## config.mk

```make
export PLATFORM = sky130hd
export DESIGN_NAME = udp_tx_feeder
export DESIGN_NICKNAME = d
export VERILOG_FILES = /design/src/rtl/udp_tx_feeder.sv
export SDC_FILE = /design/constraint.sdc
export NUM_CORES = 1
export LEC_CHECK = 0
export BUFFER_PORTS_ARGS = -buffer_cell sky130_fd_sc_hd__buf_2
export CORE_MARGIN = 2
export CORE_UTILIZATION = 58
export DETAILED_ROUTE_END_ITERATION = 16
export GPL_TIMING_DRIVEN = 0
export MAX_ROUTING_LAYER = met4
export PLACE_DENSITY = 0.81
export SYNTH_ARGS = -nofsm -noshare
export SYNTH_HDL_FRONTEND = slang
export SYNTH_SLANG_ARGS = --single-unit
```

## constraint.sdc

```tcl
create_clock -name gmii_tx_clk -period 3.1 [get_ports gmii_tx_clk]
set_input_delay 0.31 -clock gmii_tx_clk [delete_from_list [all_inputs] [get_ports gmii_tx_clk]]
set_output_delay 0.31 -clock gmii_tx_clk [all_outputs]
set_load 0.005 [all_outputs]
```

## src/rtl/udp_tx_feeder.sv

```systemverilog
// Byte-FIFO to MAC-wrapper UDP payload feeder: latches a packet length, handshakes
// start/request/prep with the wrapper, streams the payload bytes and signals done.
module udp_tx_feeder #(
   parameter int unsigned MAX_LEN      = 1472,
   parameter int unsigned FLUSH_CYCLES = 125000,
   parameter int unsigned PREP_TIMEOUT = 1250000,
   parameter int unsigned GAP_CYCLES   = 64
) (
   input  logic        gmii_tx_clk,
   input  logic        rst_n,
   input  logic        enable,
   input  logic [11:0] cfg_len,
   input  logic [11:0] src_count,
   output logic        src_rd_en,
   input  logic [7:0]  src_rdata,
   output logic        fs_udp_tx,
   output logic        fd_udp_tx,
   output logic [11:0] udp_tx_len,
   output logic        flag_udp_tx_req,
   input  logic        flag_udp_tx_prep,
   output logic        udp_txen,
   output logic [7:0]  udp_txd,
   output logic        busy,
   output logic [15:0] pkt_cnt,
   output logic        err_timeout
);

   localparam int unsigned LEN_W   = 12;
   localparam int unsigned CNT_W   = 16;
   localparam int unsigned FLUSH_W = $clog2(FLUSH_CYCLES + 1);
   localparam int unsigned TMO_W   = $clog2(PREP_TIMEOUT + 1);
   localparam int unsigned GAP_W   = ($clog2(GAP_CYCLES + 1) < 2) ? 2 : $clog2(GAP_CYCLES + 1);

   typedef enum logic [2:0] {
      S_IDLE, S_START, S_REQ, S_PREP, S_WRITE, S_DRAIN, S_GAP, S_DONE
   } state_t;

   state_t             state_q, state_d;
   logic [FLUSH_W-1:0] flush_q, flush_d;
   logic [TMO_W-1:0]   tmo_q, tmo_d;
   logic [GAP_W-1:0]   cnt_q, cnt_d;
   logic [LEN_W-1:0]   rd_cnt_q, rd_cnt_d;
   logic [LEN_W-1:0]   len_q, len_d;
   logic [CNT_W-1:0]   pkt_q, pkt_d;
   logic               err_q, err_d;
   logic               fs_q, fs_d, fd_q, fd_d, req_q, req_d, busy_q, busy_d;
   logic               rd_en_q, rd_en_d, rd_dly_q, rd_dly_d, txen_q, txen_d;
   logic [7:0]         txd_q, txd_d;
   logic [LEN_W-1:0]   lim;
   logic               permit;

   always_ff @(posedge gmii_tx_clk or negedge rst_n) begin
      if (!rst_n) begin
         state_q  <= S_IDLE;
         flush_q  <= '0;
         tmo_q    <= '0;
         cnt_q    <= '0;
         rd_cnt_q <= '0;
         len_q    <= '0;
         pkt_q    <= '0;
         err_q    <= 1'b0;
         fs_q     <= 1'b0;
         fd_q     <= 1'b0;
         req_q    <= 1'b0;
         busy_q   <= 1'b0;
         rd_en_q  <= 1'b0;
         rd_dly_q <= 1'b0;
         txen_q   <= 1'b0;
         txd_q    <= '0;
      end else begin
         state_q  <= state_d;
         flush_q  <= flush_d;
         tmo_q    <= tmo_d;
         cnt_q    <= cnt_d;
         rd_cnt_q <= rd_cnt_d;
         len_q    <= len_d;
         pkt_q    <= pkt_d;
         err_q    <= err_d;
         fs_q     <= fs_d;
         fd_q     <= fd_d;
         req_q    <= req_d;
         busy_q   <= busy_d;
         rd_en_q  <= rd_en_d;
         rd_dly_q <= rd_dly_d;
         txen_q   <= txen_d;
         txd_q    <= txd_d;
      end
   end

   // Next state; every timer defaults to zero so it restarts whenever its state is left.
   always_comb begin
      state_d  = state_q;
      flush_d  = '0;
      tmo_d    = '0;
      cnt_d    = '0;
      rd_cnt_d = '0;
      len_d    = len_q;
      pkt_d    = pkt_q;
      err_d    = err_q;
      lim      = (cfg_len > LEN_W'(MAX_LEN)) ? LEN_W'(MAX_LEN) : cfg_len;
      permit   = enable && (cfg_len != '0);

      case (state_q)
         S_IDLE: begin
            if (permit) begin
               if (src_count >= lim) begin
                  len_d   = lim;
                  state_d = S_START;
               end else if (src_count != '0) begin
                  if (flush_q == FLUSH_W'(FLUSH_CYCLES - 1)) begin
                     len_d   = src_count;
                     state_d = S_START;
                  end else begin
                     flush_d = flush_q + FLUSH_W'(1);
                  end
               end
            end
         end
         S_START: state_d = S_REQ;
         S_REQ:   state_d = S_PREP;
         S_PREP: begin
            if (flag_udp_tx_prep) begin
               state_d = S_WRITE;
            end else if (tmo_q == TMO_W'(PREP_TIMEOUT - 1)) begin
               err_d   = 1'b1;
               state_d = S_DONE;
            end else begin
               tmo_d = tmo_q + TMO_W'(1);
            end
         end
         S_WRITE: begin
            if (rd_cnt_q == len_q - LEN_W'(1)) state_d = S_DRAIN;
            else rd_cnt_d = rd_cnt_q + LEN_W'(1);
         end
         S_DRAIN: begin
            if (cnt_q == GAP_W'(1)) state_d = S_GAP;
            else cnt_d = cnt_q + GAP_W'(1);
         end
         S_GAP: begin
            if (cnt_q == GAP_W'(GAP_CYCLES - 1)) begin
               state_d = S_DONE;
               pkt_d   = pkt_q + CNT_W'(1);
            end else begin
               cnt_d = cnt_q + GAP_W'(1);
            end
         end
         S_DONE:  state_d = S_IDLE;
         default: state_d = S_IDLE;
      endcase

      // Outputs are registered from the next state so they line up with state_q.
      fs_d     = state_d inside {S_START, S_REQ, S_PREP, S_WRITE, S_DRAIN, S_GAP};
      fd_d     = (state_d == S_DONE);
      req_d    = (state_d == S_REQ);
      busy_d   = (state_d != S_IDLE);
      rd_en_d  = (state_d == S_WRITE);
      rd_dly_d = rd_en_q;
      txen_d   = rd_dly_q;
      txd_d    = rd_dly_q ? src_rdata : txd_q;
   end

   assign src_rd_en       = rd_en_q;
   assign fs_udp_tx       = fs_q;
   assign fd_udp_tx       = fd_q;
   assign udp_tx_len      = len_q;
   assign flag_udp_tx_req = req_q;
   assign udp_txen        = txen_q;
   assign udp_txd         = txd_q;
   assign busy            = busy_q;
   assign pkt_cnt         = pkt_q;
   assign err_timeout     = err_q;

endmodule

```

==> impl_results.html <==
<table>
<tr><th>Metric</th><th>Value</th></tr>
<tr><th colspan="2">Worst setup path</th></tr>
<tr><td>Data required time of the critical path</td><td>3.36 ns</td></tr>
<tr><td>Startpoint type of the worst setup path</td><td>primary input</td></tr>
<tr><td>Classification of the worst setup path</td><td>in -&gt; reg</td></tr>
<tr><td>Data arrival at the endpoint of the critical path</td><td>roughly 3.2 ns</td></tr>
<tr><td>Max FO, Critical Path</td><td>10</td></tr>
<tr><td>Crit end category</td><td>flop</td></tr>
<tr><td>Slack of the worst reg-to-reg path</td><td>roughly 0.53 ns</td></tr>
<tr><th colspan="2">Finish</th></tr>
<tr><td>Number of cells in the finished layout apart from fillers</td><td>around 770</td></tr>
<tr><td>Final nets</td><td>695</td></tr>
<tr><td>Layout Cell Area excl Fill</td><td>0.006355 mm2</td></tr>
<tr><td>Count of inserted antenna diode cells</td><td>0</td></tr>
<tr><td>Final design utilization</td><td>0.6877</td></tr>
<tr><td>Signed area change from the synthesized netlist to the final layout</td><td>15.41%</td></tr>
<tr><td>Proportion of layout cells with a drive suffix above 1</td><td>0.2220</td></tr>
<tr><th colspan="2">Power and ir drop</th></tr>
<tr><td>Post-layout power</td><td>2.417 mW</td></tr>
<tr><td>VDD IR-drop max</td><td>roughly 0.2 mV</td></tr>
<tr><td>Static Leak</td><td>2.979 nW</td></tr>
<tr><td>Total power density per cell area</td><td>380.4 mW/mm2</td></tr>
<tr><th colspan="2">Routing</th></tr>
<tr><td>Average wire per standard cell</td><td>14.67 um</td></tr>
<tr><td>Remaining design rule violation count</td><td>0</td></tr>
<tr><td>Detailed Routing Iterations Pass 1</td><td>5</td></tr>
<tr><td>Vias</td><td>4261</td></tr>
<tr><td>DR vias/cell</td><td>5.512</td></tr>
<tr><td>Number of violations reported at the end of detailed-routing iteration 0</td><td>163</td></tr>
<tr><td>Final routed wirelength across all metal layers</td><td>11340 um</td></tr>
<tr><td>Post-route ant nets</td><td>0</td></tr>
<tr><th colspan="2">Die</th></tr>
<tr><td>Top-level port count</td><td>79</td></tr>
<tr><td>Total core area</td><td>0.009240 mm2</td></tr>
<tr><td>Die Area</td><td>0.01029 mm2</td></tr>
<tr><td>Floorplan die height</td><td>roughly 100 um</td></tr>
<tr><td>Count of standard-cell rows</td><td>35</td></tr>
<tr><td>Horiz. Die Dim</td><td>101.4 um</td></tr>
<tr><td>Initial standard-cell utilization of the core</td><td>0.5959</td></tr>
<tr><th colspan="2">Logic synthesis</th></tr>
<tr><td>Gate count after technology mapping</td><td>546</td></tr>
<tr><td>Mean post-synth cell area</td><td>10.09 um2</td></tr>
<tr><td>Number of warning messages in the yosys log</td><td>0</td></tr>
<tr><td>Leading register cell type out of synthesis</td><td>sky130_fd_sc_hd__dfrtp_1</td></tr>
<tr><td>Largest family of logic cells by synthesized area</td><td>simple AND/OR/NAND/NOR gates</td></tr>
<tr><td>Share of the synthesized netlist area taken by xor and xnor gates</td><td>0.1257</td></tr>
<tr><td>Flops &amp; latches, synth</td><td>roughly 100</td></tr>
<tr><td>Post-synthesis cell type count</td><td>between 50 and 60</td></tr>
<tr><td>Number of flops mapped to enable cells by yosys</td><td>0</td></tr>
<tr><td>Share of the synthesized area in the top cell type</td><td>0.4726</td></tr>
<tr><td>Post-Syn Area</td><td>0.005507 mm2</td></tr>
<tr><td>Adder-cell area share of the yosys netlist</td><td>0.04317</td></tr>
<tr><td>Post-synthesis compound-gate area fraction</td><td>0.06294</td></tr>
<tr><td>Commonest cells in the synthesized netlist</td><td>104 x sky130_fd_sc_hd__dfrtp_1, 73 x sky130_fd_sc_hd__nor2_1, 49 x sky130_fd_sc_hd__nand2_1</td></tr>
<tr><td>Share of flip-flops with an asynchronous set or reset after synthesis</td><td>1.000</td></tr>
<tr><td>Simple-gate share of the synthesized area</td><td>0.2313</td></tr>
<tr><td>Main area contributors after synthesis</td><td>sky130_fd_sc_hd__dfrtp_1 47%, sky130_fd_sc_hd__xnor2_1 7.2%, sky130_fd_sc_hd__xor2_1 5.4%</td></tr>
<tr><td>Sequential element share of the synthesized area</td><td>0.4726</td></tr>
<tr><td>Synthesized Nets</td><td>~600</td></tr>
<tr><td>Most instantiated library cell after synthesis</td><td>sky130_fd_sc_hd__dfrtp_1</td></tr>
<tr><td>Dominant cell type by area after synthesis</td><td>sky130_fd_sc_hd__dfrtp_1</td></tr>
<tr><td>Share of cell area taken by muxes after synthesis</td><td>0.03840</td></tr>
<tr><th colspan="2">Placement</th></tr>
<tr><td>Placed Cells</td><td>754</td></tr>
<tr><td>Pre-CTS worst setup slack</td><td>-0.6258 ns</td></tr>
<tr><td>Post-DP Area</td><td>between 0.006 and 0.007 mm2</td></tr>
<tr><td>Number of buffers inserted by port buffering</td><td>78</td></tr>
<tr><td>Final Wtd Congestion</td><td>0.9578</td></tr>
<tr><td>Estimated wirelength of the detail-placed design</td><td>8391 um</td></tr>
<tr><th colspan="2">Clock tree</th></tr>
<tr><td>Number of clock sinks seen by CTS</td><td>104</td></tr>
<tr><td>Buffer cell driving the clock tree root</td><td>sky130_fd_sc_hd__clkbuf_8</td></tr>
<tr><td>Number of buffers created by CTS</td><td>9</td></tr>
<tr><td>Buffer levels on the longest clock path</td><td>2</td></tr>
<tr><td>Later-pin clock latency in the skew report</td><td>approximately 0.37 ns</td></tr>
<tr><td>CTS tree</td><td>built</td></tr>
<tr><td>Clk pin slew, worst setup/hold paths</td><td>0.11 ns</td></tr>
<tr><td>Count of H-tree levels built during CTS</td><td>3</td></tr>
<tr><th colspan="2">Timing</th></tr>
<tr><td>Share of the cycle needed by the critical path after routing</td><td>0.9333</td></tr>
<tr><td>Peak clock frequency supported by timing</td><td>0.3456 GHz</td></tr>
<tr><td>Number of max-slew violations in the final report</td><td>0</td></tr>
<tr><td>Final hold slack</td><td>0.1646 ns</td></tr>
<tr><td>Crit path setup slack, layout</td><td>0.2069 ns</td></tr>
<tr><td>Slew at the pin closest to its max-slew limit</td><td>between 0.7 and 0.8 ns</td></tr>
<tr><td>Final Hold Viols</td><td>0</td></tr>
<tr><td>Count of endpoints failing setup in the final report</td><td>0</td></tr>
<tr><td>Final TNS setup</td><td>0 ns</td></tr>
<tr><td>Time the worst path needs with I/O delays and setup</td><td>just under 3 ns</td></tr>
<tr><td>Largest clock skew in the final design</td><td>0.01484 ns</td></tr>
<tr><td>Worst slew margin</td><td>0.4990</td></tr>
<tr><th colspan="2">GRT</th></tr>
<tr><td>GRT Residual Overflow</td><td>0</td></tr>
<tr><td>Global-route wire length before repair</td><td>18790 um</td></tr>
<tr><td>Maximum number of pins on one net before global-route repair</td><td>57</td></tr>
<tr><td>Antenna violations before repair</td><td>0</td></tr>
<tr><td>Vias in the first global route</td><td>4092</td></tr>
<tr><td>Total GRT Usage</td><td>0.2372</td></tr>
<tr><th colspan="2">Status</th></tr>
<tr><td>Result of the run</td><td>finished clean</td></tr>
<tr><th colspan="2">Hold path</th></tr>
<tr><td>Hold WC Path Type</td><td>in -&gt; reg</td></tr>
<tr><th colspan="2">Job</th></tr>
<tr><td>Max Cap Violations</td><td>0</td></tr>
</table>
[cells in the final DEF, fill, tap and decap left out, types with 3 or more instances in the layout]
master / count
sky130_fd_sc_hd__dfrtp_1: 104
sky130_fd_sc_hd__buf_2: 78
sky130_fd_sc_hd__nor2_1: 73
sky130_fd_sc_hd__nand2_1: 49
sky130_fd_sc_hd__xnor2_1: 45
sky130_fd_sc_hd__xor2_1: 34
sky130_fd_sc_hd__nand3_1: 32
sky130_fd_sc_hd__o21ai_0: 22
sky130_fd_sc_hd__ha_1: 19
sky130_fd_sc_hd__and3_1: 17
sky130_fd_sc_hd__mux2_2: 17
sky130_fd_sc_hd__inv_1: 14
sky130_fd_sc_hd__a21oi_1: 11
sky130_fd_sc_hd__nand4_1: 11
sky130_fd_sc_hd__clkbuf_8: 9
sky130_fd_sc_hd__nor4_1: 8
sky130_fd_sc_hd__nor3_1: 8
sky130_fd_sc_hd__buf_4: 6
sky130_fd_sc_hd__clkbuf_1: 6
sky130_fd_sc_hd__nor4b_1: 5
sky130_fd_sc_hd__buf_6: 4
sky130_fd_sc_hd__inv_6: 4
sky130_fd_sc_hd__and2_1: 3
sky130_fd_sc_hd__nor2b_1: 3
sky130_fd_sc_hd__nand3b_1: 3
sky130_fd_sc_hd__nand2b_1: 3
sky130_fd_sc_hd__nor3b_1: 3
sky130_fd_sc_hd__or3_1: 3
[report_power, final]
part	leakage [nW]	internal (mW)	switching (mW)
combinational	1.49	0.115	0.149
clock	0.0831	0.299	0.473
sequential	1.41	1.36	0.0160
total	2.98	1.78	0.638
[sequential cells by signal (all words and copies together), names as in the netlist]
signal,count
fs_udp_tx,1
udp_txen,1
rd_cnt_q,12
cnt_q,7
tmo_q,21
src_rd_en,1
rd_dly_q,1
pkt_cnt,16
udp_tx_len,12
busy,1
flush_q,17
flag_udp_tx_req,1
fd_udp_tx,1
state_q,3
err_timeout,1
udp_txd,8
[cells by family (layout without fill, tap and decap cells)]
family	count (synthesis)	after routing
other cells	1	1
buf+inv	29	127
flops	104	104
compound gates	53	53
mux	19	19
xor+xnor	79	79
fa+ha+maj	19	19
simple gates	242	242
[worst max-delay path, cell delays in order]
cell                        delay [ns]
sky130_fd_sc_hd__buf_2            0.11
sky130_fd_sc_hd__nor4_2           0.24
sky130_fd_sc_hd__nand2_1          0.11
sky130_fd_sc_hd__a41o_1           0.22
sky130_fd_sc_hd__a21oi_4          0.14
sky130_fd_sc_hd__and2_1           0.17
sky130_fd_sc_hd__ha_1             0.24
sky130_fd_sc_hd__nand2b_1         0.16
sky130_fd_sc_hd__a2111oi_2        0.35
sky130_fd_sc_hd__nand3b_1         0.18
sky130_fd_sc_hd__and3b_1          0.16
sky130_fd_sc_hd__clkbuf_4         0.18
sky130_fd_sc_hd__buf_6            0.14
sky130_fd_sc_hd__o21ai_0          0.14
sky130_fd_sc_hd__mux2_2           0.30
[what timing repair did]
action,in CTS,in global routing
hold buffers,1,0
pin swaps,1,2
gates resized for setup,3,8
endpoints found under the setup margin,23,27
buffers inserted,2,1
hold endpoints to repair,48,0
[layout make-up]
cell class / instances / area [um2]
Buffer: 15 / 102.6
Clock buffer: 9 / 123.9
Clock inverter: 6 / 50.05
Fill cell: 707 / 2885
Inverter: 14 / 52.55
Multi-Input combinational cell: 413 / 2809
Sequential cell: 104 / 2603
Tap cell: 129 / 161.4
Timing Repair Buffer: 83 / 452.9
[layer usage]
layer,vias up,track usage,part of all wire
met5,-,-,0
met4,0,0.08628,0.019
met3,26,0.03451,0.039
met2,103,0.3933,0.50
met1,2061,0.2976,0.44
li1,2071,-,-
[worst paths after layout]
check,end,startpoint,depth (start not counted)
setup / recovery,udp_tx_len[7],cfg_len[5],15
hold / removal,udp_txd[6],src_rdata[6],2
setup reg to reg,rd_cnt_q[5],udp_tx_len[0],10
hold reg to reg,udp_txen,rd_dly_q,0
max in group asynchronous,state_q[2],rst_n,3
min in group asynchronous,udp_tx_len[6],rst_n,2
No activity file was read; power rests on OpenSTA's default activity.
